## config.mk

```make
export PLATFORM = sky130hd
export DESIGN_NAME = serial_addsub_flat
export DESIGN_NICKNAME = d
export VERILOG_FILES = /design/src/rtl/serial_arith_pkg.sv /design/src/rtl/serial_addsub_if.sv /design/src/rtl/serial_bit_cell.sv /design/src/rtl/serial_addsub.sv /design/src/flat_wrapper.sv
export SDC_FILE = /design/constraint.sdc
export NUM_CORES = 1
export LEC_CHECK = 0
export CORE_MARGIN = 2
export CORE_UTILIZATION = 39
export DETAILED_ROUTE_END_ITERATION = 16
export SLEW_MARGIN = 20
export SYNTH_ARGS = -nofsm -noshare
export SYNTH_HDL_FRONTEND = slang
export SYNTH_SLANG_ARGS = --single-unit
```

## constraint.sdc

```tcl
create_clock -name clk -period 4.15 [get_ports clk]
set_clock_uncertainty 0.05 [all_clocks]
set_input_delay 1.0375 -clock clk [delete_from_list [all_inputs] [get_ports clk]]
set_output_delay 1.0375 -clock clk [all_outputs]
set_load 0.03 [all_outputs]
```

## src/rtl/serial_arith_pkg.sv

```systemverilog
// serial_arith_pkg: definitions shared by the serial arithmetic blocks.
//   state_e   - controller state (IDLE, RUN, DONE), 2-bit encoding
//   MODE_ADD  - sub input value selecting a+b
//   MODE_SUB  - sub input value selecting a-b
//   maj3()    - full-adder carry (majority of three)
package serial_arith_pkg;

  typedef enum logic [1:0] {
    IDLE = 2'd0,
    RUN  = 2'd1,
    DONE = 2'd2
  } state_e;

  localparam logic MODE_ADD = 1'b0;
  localparam logic MODE_SUB = 1'b1;

  function automatic logic maj3(input logic x, input logic y, input logic z);
    return (x & y) | (x & z) | (y & z);
  endfunction

endpackage

```

## src/rtl/serial_addsub_if.sv

```systemverilog
// serial_addsub_if: operand/result handshake bundle for serial_addsub.
//   master: drives start, sub, shift, a, b; observes sum, cout, busy, done (and ovf)
//   slave : the arithmetic unit
// Optional: SERIAL_ADDSUB_OVF_EN adds the ovf (signed overflow) signal.
interface serial_addsub_if #(
  parameter int WIDTH = 4
);
  logic             start;
  logic             sub;
  logic             shift;
  logic [WIDTH-1:0] a;
  logic [WIDTH-1:0] b;
  logic [WIDTH-1:0] sum;
  logic             cout;
  logic             busy;
  logic             done;
`ifdef SERIAL_ADDSUB_OVF_EN
  logic             ovf;
`endif

  modport master (
    output start, sub, shift, a, b,
    input  sum, cout, busy, done
`ifdef SERIAL_ADDSUB_OVF_EN
    , input ovf
`endif
  );

  modport slave (
    input  start, sub, shift, a, b,
    output sum, cout, busy, done
`ifdef SERIAL_ADDSUB_OVF_EN
    , output ovf
`endif
  );

endinterface

```

## src/rtl/serial_bit_cell.sv

```systemverilog
// serial_bit_cell: one-bit full adder with its carry flop.
//   clk, reset  - clock, synchronous active-high reset
//   load_i      - load carry with load_val_i (has priority over en_i)
//   en_i        - latch the adder carry-out into the carry flop
//   a_i, b_i    - operand bits
//   s_o         - sum bit of a_i + b_i + carry
//   c_o         - current carry flop value
module serial_bit_cell
  import serial_arith_pkg::*;
(
  input  logic clk,
  input  logic reset,
  input  logic load_i,
  input  logic load_val_i,
  input  logic en_i,
  input  logic a_i,
  input  logic b_i,
  output logic s_o,
  output logic c_o
);

  logic carry_q;

  assign s_o = a_i ^ b_i ^ carry_q;
  assign c_o = carry_q;

  always_ff @(posedge clk) begin
    if (reset) begin
      carry_q <= 1'b0;
    end else if (load_i) begin
      carry_q <= load_val_i;
    end else if (en_i) begin
      carry_q <= maj3(a_i, b_i, carry_q);
    end
  end

endmodule

```

## src/rtl/serial_addsub.sv

```systemverilog
// serial_addsub: WIDTH-bit bit-serial adder/subtractor, LSB first.
//   clk, reset - clock, synchronous active-high reset
//   bus        - serial_addsub_if.slave: start/sub/shift/a/b in,
//                sum/cout/busy/done (and ovf) out
// Outputs are registered: done pulses one cycle after the DONE state,
// busy covers the cycle after an accepted start through the done cycle.
// Optional: SERIAL_ADDSUB_OVF_EN adds signed-overflow reporting on bus.ovf.
//
// state | meaning
// IDLE  | waiting for start, results held
// RUN   | one bit per shift=1 edge, LSB first
// DONE  | publish result register and carry
module serial_addsub
  import serial_arith_pkg::*;
#(
  parameter int WIDTH = 4
) (
  input logic             clk,
  input logic             reset,
  serial_addsub_if.slave  bus
);

  localparam int CNT_W = $clog2(WIDTH);
  localparam logic [CNT_W-1:0] CNT_LAST = CNT_W'(WIDTH - 1);

  state_e             state_q, state_d;
  logic [WIDTH-1:0]   a_sr_q, a_sr_d;
  logic [WIDTH-1:0]   b_sr_q, b_sr_d;
  logic [WIDTH-1:0]   res_q, res_d;
  logic [CNT_W-1:0]   cnt_q, cnt_d;
  logic [WIDTH-1:0]   sum_q, sum_d;
  logic               cout_q, cout_d;
  logic               busy_q, busy_d;
  logic               done_q, done_d;
  logic               load, load_val, en;
  logic               s_bit, carry;
`ifdef SERIAL_ADDSUB_OVF_EN
  logic               ovf_r_q, ovf_r_d;
  logic               ovf_q, ovf_d;
`endif

  serial_bit_cell u_cell (
    .clk        (clk),
    .reset      (reset),
    .load_i     (load),
    .load_val_i (load_val),
    .en_i       (en),
    .a_i        (a_sr_q[0]),
    .b_i        (b_sr_q[0]),
    .s_o        (s_bit),
    .c_o        (carry)
  );

  always_comb begin
    state_d  = state_q;
    a_sr_d   = a_sr_q;
    b_sr_d   = b_sr_q;
    res_d    = res_q;
    cnt_d    = cnt_q;
    sum_d    = sum_q;
    cout_d   = cout_q;
    load     = 1'b0;
    load_val = 1'b0;
    en       = 1'b0;
`ifdef SERIAL_ADDSUB_OVF_EN
    ovf_r_d  = ovf_r_q;
    ovf_d    = ovf_q;
`endif
    case (state_q)
      IDLE: begin
        if (bus.start) begin
          a_sr_d   = bus.a;
          // Subtraction as a + ~b + 1: invert b here, carry-in of 1 below.
          b_sr_d   = (bus.sub == MODE_SUB) ? ~bus.b : bus.b;
          load     = 1'b1;
          load_val = bus.sub;
          cnt_d    = '0;
          res_d    = '0;
          state_d  = RUN;
        end
      end
      RUN: begin
        if (bus.shift) begin
          en     = 1'b1;
          a_sr_d = a_sr_q >> 1;
          b_sr_d = b_sr_q >> 1;
          res_d  = {s_bit, res_q[WIDTH-1:1]};
          cnt_d  = cnt_q + CNT_W'(1);
          if (cnt_q == CNT_LAST) begin
            state_d = DONE;
`ifdef SERIAL_ADDSUB_OVF_EN
            // Carry into the MSB is the flop; carry out is what it is about to load.
            ovf_r_d = carry ^ maj3(a_sr_q[0], b_sr_q[0], carry);
`endif
          end
        end
      end
      DONE: begin
        sum_d   = res_q;
        cout_d  = carry;
`ifdef SERIAL_ADDSUB_OVF_EN
        ovf_d   = ovf_r_q;
`endif
        state_d = IDLE;
      end
      default: state_d = IDLE;
    endcase
    done_d = (state_q == DONE);
    busy_d = (state_d != IDLE) || done_d;
  end

  always_ff @(posedge clk) begin
    if (reset) begin
      state_q <= IDLE;
      a_sr_q  <= '0;
      b_sr_q  <= '0;
      res_q   <= '0;
      cnt_q   <= '0;
      sum_q   <= '0;
      cout_q  <= 1'b0;
      busy_q  <= 1'b0;
      done_q  <= 1'b0;
`ifdef SERIAL_ADDSUB_OVF_EN
      ovf_r_q <= 1'b0;
      ovf_q   <= 1'b0;
`endif
    end else begin
      state_q <= state_d;
      a_sr_q  <= a_sr_d;
      b_sr_q  <= b_sr_d;
      res_q   <= res_d;
      cnt_q   <= cnt_d;
      sum_q   <= sum_d;
      cout_q  <= cout_d;
      busy_q  <= busy_d;
      done_q  <= done_d;
`ifdef SERIAL_ADDSUB_OVF_EN
      ovf_r_q <= ovf_r_d;
      ovf_q   <= ovf_d;
`endif
    end
  end

  assign bus.sum  = sum_q;
  assign bus.cout = cout_q;
  assign bus.busy = busy_q;
  assign bus.done = done_q;
`ifdef SERIAL_ADDSUB_OVF_EN
  assign bus.ovf  = ovf_q;
`endif

endmodule

```

## src/flat_wrapper.sv

```systemverilog
// flat-port wrapper written by rule: the top's interface ports become plain ports
module serial_addsub_flat import serial_arith_pkg::*;
#(
  parameter int WIDTH = 4
)
  (clk, reset, bus_start, bus_sub, bus_shift, bus_a, bus_b, bus_sum, bus_cout, bus_busy, bus_done);
  serial_addsub_if #(.WIDTH(WIDTH)) bus_i ();
  input logic clk;
  input logic reset;
  input wire logic [$bits(bus_i.start)-1:0] bus_start;
  input wire logic [$bits(bus_i.sub)-1:0] bus_sub;
  input wire logic [$bits(bus_i.shift)-1:0] bus_shift;
  input wire logic [$bits(bus_i.a)-1:0] bus_a;
  input wire logic [$bits(bus_i.b)-1:0] bus_b;
  output wire logic [$bits(bus_i.sum)-1:0] bus_sum;
  output wire logic [$bits(bus_i.cout)-1:0] bus_cout;
  output wire logic [$bits(bus_i.busy)-1:0] bus_busy;
  output wire logic [$bits(bus_i.done)-1:0] bus_done;
  assign bus_i.start = bus_start;
  assign bus_i.sub = bus_sub;
  assign bus_i.shift = bus_shift;
  assign bus_i.a = bus_a;
  assign bus_i.b = bus_b;
  assign bus_sum = bus_i.sum;
  assign bus_cout = bus_i.cout;
  assign bus_busy = bus_i.busy;
  assign bus_done = bus_i.done;
  serial_addsub #(.WIDTH(WIDTH)) u_core (.clk(clk), .reset(reset), .bus(bus_i));
endmodule
```

==> results.py <==
metrics = {
    "synthesis": {
        "ys_seq_area_frac": 0.426,
        "synth_warnings": 0,
        "synth_area_mm2": 0.00113,
        "synth_nets": 137,
        "synth.avg_cell_area_um2": 9.25,
        "ys_types": 33,
        "synth_edf_count": 0,
        "ys_ff_latch": 24,
        "syn-instance-count": 122,
        "ys.flop_type": "dfxtp_1",
        "async_flop_share": 0,
    },
    "power": {
        "power.internal_mw": 0.368,
        "p_seq_frac": 0.525,
        "p_comb_frac": 0.121,
        "ir_worst_vdd_mv": 0.257,
        "swShare": 0.222,
        "leakage_nw": 0.502,
        "pwr-share-clk": 0.354,
        "p_total_mw": 0.472,
        "power.density_mw_per_mm2": 354,
        "p_switching_mw": 0.105,
    },
    "clocking": {
        "cts_buffers": 3,
        "cts_tree": "yes",
        "clock_sinks": 24,
        "cts-resized-gates": 0,
        "cts_post_setup_buffers_inserted": 0,
        "clk_pin_slew_ns": 0.13,
        "insertion_delay_ns": 0.32,
        "clock_path_buffers": 2,
        "cts_root_buf": "clkbuf_4",
        "hold_buffers": 0,
        "h-tree-depth": 1,
    },
    "detailed_routing": {
        "drtIter0Drc": 20,
        "first_pass_iters": 4,
        "drc": 0,
        "detail_route.wl_per_cell_um": 13.0,
        "via_per_inst": 5.39,
        "vias": 878,
        "ant_nets": 0,
        "routed_wl_um": 2110,
    },
    "critical_path": {
        "critical_path_arrival_ns": 2.65,
        "slowest_delay_ns": 0.67,
        "worstPathRequired_ns": 4.35,
        "path_class": "in -> reg",
        "crit_path_end_kind": "flip-flop",
        "crit_slowest_cell": "clkdlybuf4s50_1",
        "path_buf_inv": 1,
        "path_cells": "clkdlybuf4s50_1 > mux2i_2 > or4_1 > a21oi_1",
        "cp_max_fo": 16,
        "start_kind": "primary input",
        "crit_family": "buffers and inverters",
    },
    "flow_run": {
        "cap_violations": 0,
    },
    "place": {
        "dp_cells": 159,
        "placed_area_mm2": 0.00128,
        "gp_congestion": 0.764,
        "io_buffers": 19,
        "pre_cts_slack_ns": 1.37,
        "dp_hpwl_um": 1410,
    },
    "cells_and_area": {
        "final_common_cell": "dfxtp_1",
        "syn_to_final_growth_pct": 18.4,
        "utilization": 0.485,
        "final_cells": 163,
        "layout_common_cells": "dfxtp_1, clkdlybuf4s50_1, a21oi_1, o21ai_0, mux2i_1",
        "fin_nets": 148,
        "stdcell_area_mm2": 0.00134,
        "drive_gt1_frac": 0.0455,
        "num_antenna_cells": 0,
    },
    "sta": {
        "setup_ws_ns": 1.69,
        "period_minus_slack_ns": 2.46,
        "grt_setup_unrepaired": "false",
        "hold_viol_final": 0,
        "max_slew_margin": 0.411,
        "setup_viol": 0,
        "final_max_slew_viol_count": 0,
        "tns_ns": 0,
        "hold_ws_ns": 0.439,
        "fin_crit_sh": 0.592,
        "tightestPinTransition_ns": 0.880,
        "max_clock_freq_ghz": 0.407,
    },
    "die": {
        "die-area_mm2": 0.00334,
        "coreArea_mm2": 0.00276,
        "rows": 19,
        "fp.dieH_um": 57.8,
        "die_x_um": 57.8,
        "ios": 20,
        "initial_core_util": 0.409,
    },
    "grt": {
        "grt_pass1_vias": 805,
        "overflow": 0,
        "grt_pass1_wl_um": 3700,
        "track_usage": 0.143,
        "grt_max_degree": 28,
        "grt_antenna_before_repair": 0,
    },
    "hold_path": {
        "hp-class": "reg -> reg",
    },
    "outcome": {
        "status": "finished clean",
    },
}
==> power by group through the flow <==
stage / combinational (mW) / clock [mW] / sequential, mW
5_1_grt: 0.0646 / 0.181 / 0.249
3_3_place_gp: 0.0562 / 0 / 0.253
4_1_cts: 0.0578 / 0.172 / 0.248
2_1_floorplan: 0.0424 / 0 / 0.250
3_5_place_dp: 0.0575 / 0 / 0.253
6_report: 0.0571 / 0.167 / 0.248
==> cell families after synthesis <==
group | after synthesis | synth area share
xor+xnor | 4 | 0.0310
compound gates | 37 | 0.195
buf+inv | 17 | 0.0787
fa+ha+maj | 2 | 0.0288
flops | 24 | 0.426
mux | 10 | 0.0931
simple gates | 28 | 0.147
==> cell usage after synthesis, drive strengths merged, types with 2 or more instances <==
| cell type | number | area share |
|---|---|---|
| inv | 4 | 0.013 |
| a311oi | 3 | 0.023 |
| dfxtp | 24 | 0.43 |
| or4 | 2 | 0.013 |
| clkbuf | 6 | 0.021 |
| o21ai | 14 | 0.062 |
| a2111o | 3 | 0.030 |
| buf | 7 | 0.044 |
| nor2 | 6 | 0.020 |
| a21oi | 15 | 0.067 |
| nand2b | 2 | 0.011 |
| mux2i | 9 | 0.083 |
| xnor2 | 3 | 0.023 |
| and3b | 2 | 0.016 |
| nor3b | 3 | 0.020 |
| nor3 | 3 | 0.013 |
| nand4 | 5 | 0.028 |
==> flip-flops by register name, indices dropped and copies added, names as in the netlist <==
| signal | count |
|---|---|
| u_core.bus.busy | 1 |
| u_core.b_sr_q | 4 |
| u_core.cnt_q | 2 |
| u_core.bus.sum | 4 |
| u_core.bus.cout | 1 |
| u_core.a_sr_q | 4 |
| u_core.u_cell.c_o | 1 |
| u_core.res_q | 4 |
| u_core.bus.done | 1 |
| u_core.state_q | 2 |
==> layer usage <==
layer  vias up  part of all wire  global-route usage  routed length [um]
li1        456                 -                   -                   -
met1       403              0.47               0.173                 998
met2        15              0.48               0.237                1030
met3         4             0.034              0.0402                  71
met4         0            0.0090              0.0598                  19
met5         -                 0                   0                   0
==> cell type report <==
class	instances	area, um^2
inverter	4	15.0
sequential	24	480
tap	31	38.8
timing repair buffer	19	190
multi-input combinational	81	559
fill	279	1420
clock inverter	1	30.0
clock buffer	3	22.5
==> worst reg2reg max path, stage by stage (launching register included) <==
cell and delay [ns]:
dfxtp_1 0.74, nand2b_1 0.43, or4_1 0.50, a21oi_1 0.14
==> path summary, 6_finish.rpt <==
path / from / cells past startpoint / end / slack (ns)
min: u_core.b_sr_q[0]$_SDFFE_PP0P_ / 2 / u_core.b_sr_q[0]$_SDFFE_PP0P_ / 0.44
max: bus_shift / 4 / u_core.res_q[3]$_SDFFE_PP0P_ / 1.69
max reg2reg: u_core.state_q[0]$_SDFF_PP0_ / 3 / u_core.res_q[3]$_SDFFE_PP0P_ / 2.22
min reg2reg: u_core.b_sr_q[0]$_SDFFE_PP0P_ / 2 / u_core.b_sr_q[0]$_SDFFE_PP0P_ / 0.44
Note: power is estimated with default switching activity, not from simulation.
